$ cat config.mk
export PLATFORM = sky130hd
export DESIGN_NAME = vga_frame_monitor
export DESIGN_NICKNAME = d
export VERILOG_FILES = /design/src/rtl/vga_frame_monitor.sv
export SDC_FILE = /design/constraint.sdc
export NUM_CORES = 1
export LEC_CHECK = 0
export ABC_CLOCK_PERIOD_IN_PS = 5250
export CORE_MARGIN = 3
export CORE_UTILIZATION = 50
export DETAILED_ROUTE_END_ITERATION = 6
export PLACE_DENSITY = 0.83
export SLEW_MARGIN = 20
export SYNTH_ARGS = -nofsm -noshare
export SYNTH_HDL_FRONTEND = slang
export SYNTH_SLANG_ARGS = --single-unit
$ cat constraint.sdc
create_clock -name i_clock -period 5.25 [get_ports i_clock]
set_input_delay 1.575 -clock i_clock [delete_from_list [all_inputs] [get_ports i_clock]]
set_output_delay 1.575 -clock i_clock [all_outputs]
set_load 0.1 [all_outputs]
$ cat src/rtl/vga_frame_monitor.sv
// vga_frame_monitor
//   Receive-side checker for a VGA pixel stream. Samples hsync/vsync and the
//   12-bit colour at pixel rate and verifies the line/frame timing. It tracks
//   whether the source is locked and reports a 16-bit sum of the active pixels
//   of every good frame.
//
// Ports
//   i_clock        system clock (only clock)
//   i_reset        synchronous, active-high reset
//   i_pix_en       pixel-rate enable; all sampling and state updates happen only when high
//   i_hsync        horizontal sync, active low
//   i_vsync        vertical sync, active low
//   i_vga_r/g/b    colour nibbles, pixel = {r,g,b}
//   o_locked       timing locked
//   o_frame_done   one-clock pulse when a frame was checked good while locked
//   o_frame_crc    active-pixel sum of the last good frame (mod 2^16)
//   o_frame_count  good frames since reset (wraps)
//   o_err_count    timing errors seen while aligning or locked (saturates at 255)
module vga_frame_monitor #(
  parameter int H_ACTIVE = 640,
  parameter int H_SYNC   = 96,
  parameter int H_BP     = 48,
  parameter int H_TOTAL  = 800,
  parameter int V_ACTIVE = 480,
  parameter int V_SYNC   = 2,
  parameter int V_BP     = 33,
  parameter int V_TOTAL  = 525
) (
  input  logic        i_clock,
  input  logic        i_reset,
  input  logic        i_pix_en,
  input  logic        i_hsync,
  input  logic        i_vsync,
  input  logic [3:0]  i_vga_r,
  input  logic [3:0]  i_vga_g,
  input  logic [3:0]  i_vga_b,
  output logic        o_locked,
  output logic        o_frame_done,
  output logic [15:0] o_frame_crc,
  output logic [15:0] o_frame_count,
  output logic [7:0]  o_err_count
);

  localparam logic [10:0] L_H_LAST      = 11'(H_TOTAL - 1);
  localparam logic [10:0] L_H_SYNC_LAST = 11'(H_SYNC - 1);
  localparam logic [10:0] L_H_WDOG_PRE  = 11'(2 * H_TOTAL - 1);
  localparam logic [10:0] L_H_ACT_LO    = 11'(H_SYNC + H_BP);
  localparam logic [10:0] L_H_ACT_HI    = 11'(H_SYNC + H_BP + H_ACTIVE - 1);
  localparam logic [9:0]  L_V_LAST      = 10'(V_TOTAL - 1);
  localparam logic [9:0]  L_V_SYNC      = 10'(V_SYNC);
  localparam logic [9:0]  L_V_ACT_LO    = 10'(V_SYNC + V_BP);
  localparam logic [9:0]  L_V_ACT_HI    = 10'(V_SYNC + V_BP + V_ACTIVE - 1);

  typedef enum logic [1:0] {
    S_SEARCH = 2'd0,
    S_ALIGN  = 2'd1,
    S_LOCKED = 2'd2
  } state_t;

  state_t      r_state;
  state_t      w_state_next;
  logic        r_hs_d;
  logic        r_vs_d;
  logic [10:0] r_h_pos;
  logic [9:0]  r_lc;
  logic [15:0] r_acc;
  logic        r_clean;
  logic        r_locked;
  logic        r_frame_done;
  logic [15:0] r_frame_crc;
  logic [15:0] r_frame_count;
  logic [7:0]  r_err_count;

  logic [11:0] w_pixel;
  logic        w_hfall;
  logic        w_hrise;
  logic        w_vfall;
  logic        w_vrise;
  logic [10:0] w_h_pos_next;
  logic [9:0]  w_lc_next;
  logic        w_active;
  logic [15:0] w_acc_next;
  logic        w_timing_bad;
  logic        w_clean_next;
  logic        w_err_inc;
  logic        w_done_next;

  assign w_pixel = {i_vga_r, i_vga_g, i_vga_b};
  assign w_hfall = r_hs_d & ~i_hsync;
  assign w_hrise = ~r_hs_d & i_hsync;
  assign w_vfall = r_vs_d & ~i_vsync;
  assign w_vrise = ~r_vs_d & i_vsync;

  // Position counters saturate so a dead source cannot wrap back into range.
  assign w_h_pos_next = w_hfall ? 11'd0 :
                        (r_h_pos == 11'h7FF) ? r_h_pos : r_h_pos + 11'd1;
  assign w_lc_next    = w_vfall ? 10'd0 :
                        (w_hfall && r_lc != 10'h3FF) ? r_lc + 10'd1 : r_lc;

  // Edge checks use the counter value held before this tick. vrise lands on
  // the hfall that opens the first non-sync line, so it is judged against the
  // line number being entered.
  assign w_timing_bad = (w_hfall && r_h_pos != L_H_LAST) ||
                        (w_hrise && r_h_pos != L_H_SYNC_LAST) ||
                        (w_vfall && r_lc != L_V_LAST) ||
                        (w_vrise && w_lc_next != L_V_SYNC) ||
                        (!w_hfall && r_h_pos == L_H_WDOG_PRE);

  assign w_active = (r_h_pos >= L_H_ACT_LO) && (r_h_pos <= L_H_ACT_HI) &&
                    (r_lc >= L_V_ACT_LO) && (r_lc <= L_V_ACT_HI);

  assign w_acc_next = w_vfall ? 16'd0 :
                      w_active ? r_acc + {4'b0000, w_pixel} : r_acc;

  // r_clean marks that the frame in progress started at a vfall and has had
  // no timing error yet; ALIGN needs one such frame before locking.
  always_comb begin
    w_state_next = r_state;
    w_clean_next = r_clean;
    w_err_inc    = 1'b0;
    w_done_next  = 1'b0;
    case (r_state)
      S_SEARCH: begin
        if (w_vfall) begin
          w_state_next = S_ALIGN;
          w_clean_next = 1'b1;
        end
      end
      S_ALIGN: begin
        if (w_timing_bad) begin
          w_err_inc    = 1'b1;
          w_clean_next = 1'b0;
        end else if (w_vfall) begin
          if (r_clean) begin
            w_state_next = S_LOCKED;
          end else begin
            w_clean_next = 1'b1;
          end
        end
      end
      S_LOCKED: begin
        // An error on the closing vfall discards the frame.
        if (w_timing_bad) begin
          w_err_inc    = 1'b1;
          w_state_next = S_SEARCH;
        end else if (w_vfall) begin
          w_done_next = 1'b1;
        end
      end
      default: begin
        w_state_next = S_SEARCH;
      end
    endcase
  end

  always_ff @(posedge i_clock) begin
    if (i_reset) begin
      r_state <= S_SEARCH;
    end else if (i_pix_en) begin
      r_state <= w_state_next;
    end
  end

  always_ff @(posedge i_clock) begin
    if (i_reset) begin
      r_hs_d        <= 1'b1;
      r_vs_d        <= 1'b1;
      r_h_pos       <= 11'd0;
      r_lc          <= 10'd0;
      r_acc         <= 16'd0;
      r_clean       <= 1'b0;
      r_locked      <= 1'b0;
      r_frame_done  <= 1'b0;
      r_frame_crc   <= 16'd0;
      r_frame_count <= 16'd0;
      r_err_count   <= 8'd0;
    end else begin
      r_frame_done <= 1'b0;
      if (i_pix_en) begin
        r_hs_d       <= i_hsync;
        r_vs_d       <= i_vsync;
        r_h_pos      <= w_h_pos_next;
        r_lc         <= w_lc_next;
        r_acc        <= w_acc_next;
        r_clean      <= w_clean_next;
        r_locked     <= (w_state_next == S_LOCKED);
        r_frame_done <= w_done_next;
        if (w_done_next) begin
          r_frame_crc   <= r_acc;
          r_frame_count <= r_frame_count + 16'd1;
        end
        if (w_err_inc && r_err_count != 8'hFF) begin
          r_err_count <= r_err_count + 8'd1;
        end
      end
    end
  end

  assign o_locked      = r_locked;
  assign o_frame_done  = r_frame_done;
  assign o_frame_crc   = r_frame_crc;
  assign o_frame_count = r_frame_count;
  assign o_err_count   = r_err_count;

endmodule

* Word-level counts from Yosys, hierarchy flattened
Cells that the tools add are included.
** Storage, ports and cells
- Register bits after elaboration :: 84
- Input port bits :: 17
- Output and inout port bits :: 42
- Word-level logic and storage cells :: 87
** Operators by class
- Add/sub/neg operators :: 5
- Order comparisons :: 4
- Equality and inequality tests :: 12
- Mux-type cells :: 20
- Bitwise logic cells :: 9
- Reductions and logical operators :: 25
** Operators by type and width (number)
- 16-bit 2-to-1 mux :: 2
- 11-bit equality test (second input constant) :: 2
- 11-bit 2-to-1 mux :: 2
- 10-bit 2-to-1 mux :: 2
- 10-bit inequality test (second input constant) :: 2
- 16-bit by 1-bit adder with 16-bit output (second input constant) :: 1
- 16-bit by 12-bit adder with 16-bit output :: 1
- 11-bit by 1-bit adder with 11-bit output (second input constant) :: 1
- 11-bit by 8-bit greater-or-equal comparator with 1-bit output (second input constant) :: 1
- 11-bit by 10-bit less-or-equal comparator with 1-bit output (second input constant) :: 1
- 11-bit by 10-bit inequality test with 1-bit output (second input constant) :: 1
- 11-bit by 7-bit inequality test with 1-bit output (second input constant) :: 1
- 10-bit by 1-bit adder with 10-bit output (second input constant) :: 1
- 10-bit by 6-bit greater-or-equal comparator with 1-bit output (second input constant) :: 1
- 10-bit less-or-equal comparator (second input constant) :: 1
- 1-bit logical AND :: 10
- 2-bit 2-to-1 mux :: 5
- 10-bit by 2-bit inequality test with 1-bit output (second input constant) :: 1
- 2-bit AND reduction :: 5
- 8-bit by 1-bit adder with 8-bit output (second input constant) :: 1
- 8-bit inequality test (second input constant) :: 1
- 1-bit 2-to-1 mux :: 7
- 2-bit case mux with 3 select lines :: 1
- 1-bit NOT :: 5
- 10 further kinds :: 19

* Longest topological paths before layout
Gate-level depths: netlist of the first run.
- Depth after elaboration :: 13
- Depth in mapped cells :: 11
- Mapped depth without buffers :: 9

* Worst setup path before layout of the first run
Ideal clock, no wire load.
- Kind :: input-to-reg
- From :: input i_hsync
- To :: register r_err_count[2] (netlist: o_err_count[2])
- Setup time :: 121 ps
- Arrival :: 3373 ps
- Data required time :: 5129 ps
- Slack :: 1757 ps
- Stages :: 7
- Path buffers :: 0
- Cells stage by stage :: and4b_1 o211ai_1 o32a_1 or3_1 o21a_1 o2111ai_1 mux2_2
** On the way
- Word-level cells in the longest chain between the ends :: 13
- Elaborated cells between the ends (all ways) :: 20
- Classes of those cells :: 1 x eq/ne; 4 x mux; 3 x bitwise; 12 x reduce/logical
** Ends and longest elaborated chain
- start: declaration :: RTL line 32 : input logic i_hsync,
- 1-bit NOT :: RTL line 89 : assign w_hfall = r_hs_d & ~i_hsync;
- 1-bit bitwise AND :: RTL line 89
- 1-bit logical AND :: RTL line 98 : (w_hfall && r_lc != 10'h3FF) ? r_lc + 10'd1 : r_lc;
- 10-bit 2-to-1 mux :: RTL line 98
- 10-bit 2-to-1 mux :: RTL line 97 : assign w_lc_next = w_vfall ? 10'd0 :
- 10-bit by 2-bit inequality test with 1-bit output :: RTL line 106 : (w_vrise && w_lc_next != L_V_SYNC) ||
- 1-bit logical AND :: RTL line 106
- 1-bit logical OR :: RTL line 105 : (w_vfall && r_lc != L_V_LAST) ||
- 1-bit logical OR * :: RTL line 106
- 1-bit 2-to-1 mux * :: RTL line 130, 143
- 1-bit 2-to-1 mux *
- 1-bit logical AND * :: RTL line 192 : if (w_err_inc && r_err_count != 8'hFF) begin
- 2-bit AND reduction (no line) *
- end signal: assignment :: RTL line 193 : r_err_count <= r_err_count + 8'd1;
- end: declaration :: RTL line 72 : logic [7:0] r_err_count;
Every way passes the cells marked *; elsewhere a longest branch is shown, timed or not.
A chain may end at the register's enable or synchronous reset.

* Final worst setup path of the first run
- From :: input i_hsync
- To :: register r_err_count[3] (netlist: o_err_count[3])
Same word-level chain as after synthesis.

==> results of run 1 <==
through the flow:
stage	worst slack (ps)	hold WS (ps)	instances	util
floorplan	1760	450	607	-
global placement	995	441	768	0.588
detailed placement	980	447	768	0.588
CTS	1330	461	784	0.610
global route	1120	483	784	0.610
finish	1290	455	784	0.610
power by group through the flow:
stage | registers (W) | logic (W) | clock network (W)
after global routing | 0.000654 | 0.000149 | 0.000534
final | 0.000653 | 0.000134 | 0.000495
after CTS | 0.000653 | 0.000133 | 0.000509
after global placement | 0.000667 | 0.000128 | 0
after floorplan | 0.000668 | 0.0000936 | 0
after detailed placement | 0.000668 | 0.000132 | 0
metal layers:
metal / track usage / vias up / part of all wire
li1: - / 2244 / -
met1: 0.271 / 2179 / 0.44
met2: 0.359 / 131 / 0.49
met3: 0.0445 / 13 / 0.058
met4: 0.0562 / 0 / 0.012
met5: 0 / - / 0
how the worst min path moves through the flow:
stage                                     start                            to  cells after the start
floorplan                r_acc[12]$_SDFFE_PP0P_  o_frame_crc[12]$_SDFFE_PP0P_                      2
global placement    o_frame_crc[8]$_SDFFE_PP0P_   o_frame_crc[8]$_SDFFE_PP0P_                      2
detailed placement  o_frame_crc[4]$_SDFFE_PP0P_   o_frame_crc[4]$_SDFFE_PP0P_                      2
CTS                 o_frame_crc[9]$_SDFFE_PP0P_   o_frame_crc[9]$_SDFFE_PP0P_                      2
global route        o_frame_crc[4]$_SDFFE_PP0P_   o_frame_crc[4]$_SDFFE_PP0P_                      2
finish              o_frame_crc[9]$_SDFFE_PP0P_   o_frame_crc[9]$_SDFFE_PP0P_                      2
logic make-up (layout without fill, tap and decap cells):
group,after synthesis,in the layout
AOI/OAI and AO/OA,129,129
xor gates and xnor gates,32,32
adders and majority gates,24,24
buffers and inverters,52,100
DFF,84,84
muxes,11,11
and+or+nand+nor,275,275
final cells by class:
cell class | count | area (um^2) | share of cell area
multi-input cells | 471 | 2970 | 0.519
flip-flops and latches | 84 | 1680 | 0.294
repair buffers | 64 | 621 | 0.109
well taps | 129 | 161 | 0.0282
clock buffers | 10 | 138 | 0.0241
inverters | 20 | 75.1 | 0.0131
clock inverters | 6 | 73.8 | 0.0129
cells in the mapped netlist (all sizes together), types with 4 or more instances:
cell type   n  area share
a211oi      5      0.0077
a21oi      49       0.050
a22oi      11       0.017
and2        7      0.0090
buf         8       0.012
clkbuf     24       0.018
dfxtp      84        0.35
ha         23       0.059
inv        20       0.015
mux2        7       0.016
mux2i       4      0.0082
nand2      77       0.059
nand2b      5      0.0064
nand3      29       0.030
nand3b      5      0.0077
nand4      11       0.017
nor2       73       0.056
nor2b      11       0.014
nor3       21       0.022
nor4       11       0.020
o2111ai     6       0.012
o211ai      4      0.0062
o21a        5      0.0077
o21ai      14       0.014
o31ai       8       0.012
or3         6      0.0077
xnor2      17       0.031
xor2       15       0.027
flip-flops by register name, summed over array words and instances (netlist names):
signal         flops
r_vs_d             1
o_frame_count     16
r_state            2
o_frame_crc       16
o_locked           1
r_clean            1
o_err_count        8
r_lc              10
r_h_pos           11
r_hs_d             1
o_frame_done       1
r_acc             16
worst max-delay path, cell delays in order:
cell,delay (ps)
clkdlybuf4s50_1,570
nor2b_1,140
or4_1,610
and4_1,320
inv_1,170
nand3_1,220
a21oi_1,240
mux2_2,350
==> flow_summary.yaml, run 1 <==
final_layout:
  layout_commonest_cell: "dfxtp_1"
  final_cell_mix: "84 x dfxtp_1, 77 x nand2_1, 73 x nor2_1"
  antenna_cells: 0
  fillers: 867
  finalNetCount: 691
  design_area_um2: 5720
  drive_above_1_share: 0.0656
  syn_to_final_growth_pct: 17.4
floorplanning:
  fp-row-count: 35
  fp.dieArea_um2: 11000
  core-area_um2: 9370
  die_h_um: 105
  chipWidth_um: 105
  num_io_pins: 59
  initial_core_util: 0.520
setup_path:
  critPathCapture: "o_err_count[3]$_SDFFE_PP0P_"
  required_ps: 5500
  start_kind: "input pin"
  path_class: "in -> reg"
  r2r-end: "o_err_count[3]$_SDFFE_PP0P_"
  ff2ff_path_depth: 8
  r2r_start: "r_h_pos[1]$_SDFFE_PP0P_"
  reg2reg_setup_slack_ps: 2380
  end_kind: "flop"
  crit_fanout: 8
  arrival_ps: 4200
  startpoint: "i_hsync"
synth:
  synth_cells: 607
  synthXorXnorAreaFrac: 0.0575
  async_flop_share: 0
  synth_edf_count: 0
  netlist_area_um2: 4870
  ys_ff_latch: 84
  synth-compound-area-share: 0.182
  syn_area_per_cell_um2: 8.02
  synthAdderAreaFrac: 0.0632
  ys_warn_count: 0
  yosysSeqAreaShare: 0.345
  ys_types: 66
  synth_nets: 648
  synth_top_family_by_area: "simple AND/OR/NAND/NOR gates"
  synthMuxAreaShare: 0.0244
  synthSimpleGateAreaFrac: 0.282
  synth_ff_type: "dfxtp_1"
clock_network:
  hold_buffers: 0
  cts_sinks: 84
  htree_levels: 3
  path_clk_slew_ps: 90
  cts_setup_buffers: 0
  cts_buffer_depth: 2
  clock_latency_ps: 360
  numCtsBuffers: 9
  cts_resized: 0
  cts_root_buf: "clkbuf_8"
  cts_tree: "yes"
global_route:
  antenna_found_initial: 0
  grt_usage: 0.211
  grt_pass1_wl_um: 19600
  grt_pass1_vias: 4310
  overflow: 0
  grt_max_degree: 56
detailed_routing:
  antenna_left: 0
  via_per_inst: 5.83
  drc_errors: 0
  vias: 4567
  dr.pass1.iters: 4
  totalWireLength_um: 11500
  routedWlPerCell_um: 14.7
  detail_route.iter0.violations: 244
placement:
  gp_congestion: 0.924
  placed_area_um2: 5510
  portBuffers: 58
  dp_hpwl_um: 8330
sta:
  finClkSkew_ps: 10.6
  setup_violations: 0
  worst_slew_pin_slew_ps: 978
  max_freq_ghz: 0.253
  final_hold_viol_count: 0
  tns_ps: 0
  layout_min_cycle_time_ps: 3960
  rsz0062_at_grt: "false"
  finalCritPeriodShare: 0.754
  slew_violations: 0
  maxSlewHeadroom: 0.346
pwr:
  p_sw_w: 0.000344
  pwr-share-clk: 0.386
  internal_power_w: 0.000939
  p_leak_nw: 2.02
  p_seq_frac: 0.509
  p_per_area_nw_per_um2: 224
  switching_share: 0.268
  ir_drop_v: 0.000136
  finalPower_w: 0.00128
  pwr-share-comb: 0.105
job:
  max_cap_violations: 0
min_path:
  worstHoldPathType: "reg -> reg"
run_status:
  run_status: "completed"
(Power assumes the default switching activity.)
==> inputs of run 2 (changes only) <==
ABC_CLOCK_PERIOD_IN_PS = 3780   (was 5250)
clock period = 3.78 ns   (was 5.25 ns; I/O delays follow)
==> run 2 against run 1 <==
Power is 39% higher. Utilization decreased by 0.45 points. Largest power group unchanged. Flip-flop and latch count stayed put. Register-to-register slack got worse by 1400 ps. Non-clock buffer count rose by 9. Final cell count grew 1.1%. Wire length grew 1.2%. Critical endpoint unchanged. Critical path type unchanged.
==> flow_summary.yaml, run 2 (synthesis results as in run 1) <==
floorplanning:
  chipWidth_um: 105
  core-area_um2: 9370
  num_io_pins: 59
  initial_core_util: 0.520
  fp-row-count: 35
  fp.dieArea_um2: 11000
  die_h_um: 105
final_layout:
  antenna_cells: 0
  layout_commonest_cell: "dfxtp_1"
  finalNetCount: 700
  fin_util: 0.606
  final_cell_mix: "84 x dfxtp_1, 77 x nand2_1, 73 x nor2_1"
  syn_to_final_growth_pct: 16.5
  fillers: 871
  drive_above_1_share: 0.142
setup_path:
  critPathCapture: "o_err_count[3]$_SDFFE_PP0P_"
  crit_slowest_cell: "clkdlybuf4s50_1"
  arrival_ps: 3670
  startpoint: "i_hsync"
  crit_fanout: 7
  end_kind: "flop"
  slowest_delay_ps: 460
  reg2reg_setup_slack_ps: 950
  required_ps: 4030
  r2r-end: "o_err_count[7]$_SDFFE_PP0P_"
  ff2ff_path_depth: 8
  r2r_start: "r_lc[1]$_SDFFE_PP0P_"
  start_kind: "input pin"
  crit_path_cell_trace: "clkdlybuf4s50_1 -> buf_4 -> and3b_1 -> nand2_1 -> or4_1 -> o2111ai_1 -> o2111ai_2 -> a21oi_1 -> mux2_2"
  path_class: "in -> reg"
sta:
  tns_ps: 0
  max_freq_ghz: 0.292
  slew_violations: 0
  finalCritPeriodShare: 0.906
  fin_ws_ps: 355
  setup_violations: 0
  rsz0062_at_grt: "false"
  final_hold_viol_count: 0
  finClkSkew_ps: 11.8
  worst_slew_pin_slew_ps: 625
  maxSlewHeadroom: 0.581
  layout_min_cycle_time_ps: 3430
detailed_routing:
  drc_errors: 0
  totalWireLength_um: 11700
  detail_route.iter0.violations: 285
  dr.pass1.iters: 5
  antenna_left: 0
  via_per_inst: 5.76
  vias: 4567
  routedWlPerCell_um: 14.7
placement:
  portBuffers: 58
  pre_cts_slack_ps: 16.3
  gp_congestion: 0.898
  dp_hpwl_um: 8460
clock_network:
  cts_resized: 0
  clock_latency_ps: 360
  htree_levels: 3
  cts_tree: "yes"
  path_clk_slew_ps: 100
  cts_root_buf: "clkbuf_8"
  hold_buffers: 0
  numCtsBuffers: 9
  cts_buffer_depth: 2
  cts_setup_buffers: 0
  cts_sinks: 84
pwr:
  p_leak_nw: 2.14
  ir_drop_v: 0.000148
  p_per_area_nw_per_um2: 314
  finalPower_w: 0.00178
global_route:
  overflow: 0
  grt_max_degree: 49
  grt_pass1_wl_um: 20200
  antenna_found_initial: 0
  grt_pass1_vias: 4364
  grt_usage: 0.216
job:
  max_cap_violations: 0
min_path:
  worstHoldPathType: "reg -> reg"
run_status:
  run_status: "completed"
[run 2: cell types whose count changed in the layout (fill, tap and decap cells not counted), sizes merged]
cell	change
buf	+51
clkdlybuf4s50	-42
clkinv	+1
clkinvlp	+1
inv	-2
[run 2: critical path, delay by kind of cell]
| family | cells | cell delay, ps |
|---|---|---|
| buf+inv | 2 | 630 |
| simple gates | 3 | 880 |
| compound gates | 3 | 670 |
| mux | 1 | 350 |
[run 2: final cells by class]
type                       count  area (um^2)  share of cell area
tap                          129          161              0.0284
clock inverter                 6         68.8              0.0121
timing repair buffer          73          583               0.103
clock buffer                  10          138              0.0243
inverter                      20         75.1              0.0132
sequential                    84         1680               0.296
multi-input combinational    471         2970               0.523
[run 2: worst min path at each step]
stage | slack [ps] | cells past startpoint | end | from
final | 450 | 2 | o_frame_crc[7]$_SDFFE_PP0P_ | o_frame_crc[7]$_SDFFE_PP0P_
after global routing | 480 | 2 | o_frame_crc[4]$_SDFFE_PP0P_ | o_frame_crc[4]$_SDFFE_PP0P_
after CTS | 460 | 2 | o_frame_crc[4]$_SDFFE_PP0P_ | o_frame_crc[4]$_SDFFE_PP0P_
after detailed placement | 450 | 2 | o_frame_crc[7]$_SDFFE_PP0P_ | o_frame_crc[7]$_SDFFE_PP0P_
after global placement | 440 | 2 | o_frame_crc[8]$_SDFFE_PP0P_ | o_frame_crc[8]$_SDFFE_PP0P_
after floorplan | 450 | 2 | o_frame_crc[12]$_SDFFE_PP0P_ | r_acc[12]$_SDFFE_PP0P_
[run 2: layer usage]
metal  up-vias  GRT usage  routed length [um]
met5         -          0                   0
met4         0     0.0694                 170
met3        13     0.0321                 584
met2       115      0.366                5690
met1      2173      0.283                5210
li1       2266          -                   -
[run 2: power by group]
group	total [W]	leakage [nW]	switching [W]	internal, W
logic	0.000192	1.36	0.000115	0.0000766
clock network	0.000684	0.104	0.000354	0.000330
registers	0.000907	0.678	0.0000114	0.000895
total	0.00178	2.14	0.000480	0.00130
[run 2: per-stage QoR]
| stage | area, um^2 | instances | hold WS [ps] |
|---|---|---|---|
| 3_5_place_dp | 5470 | 777 | 445 |
| 3_3_place_gp | 5470 | 777 | 441 |
| 2_1_floorplan | 4870 | 607 | 450 |
| 4_1_cts | 5680 | 793 | 458 |
| 6_report | 5680 | 793 | 454 |
| 5_1_grt | 5680 | 793 | 481 |
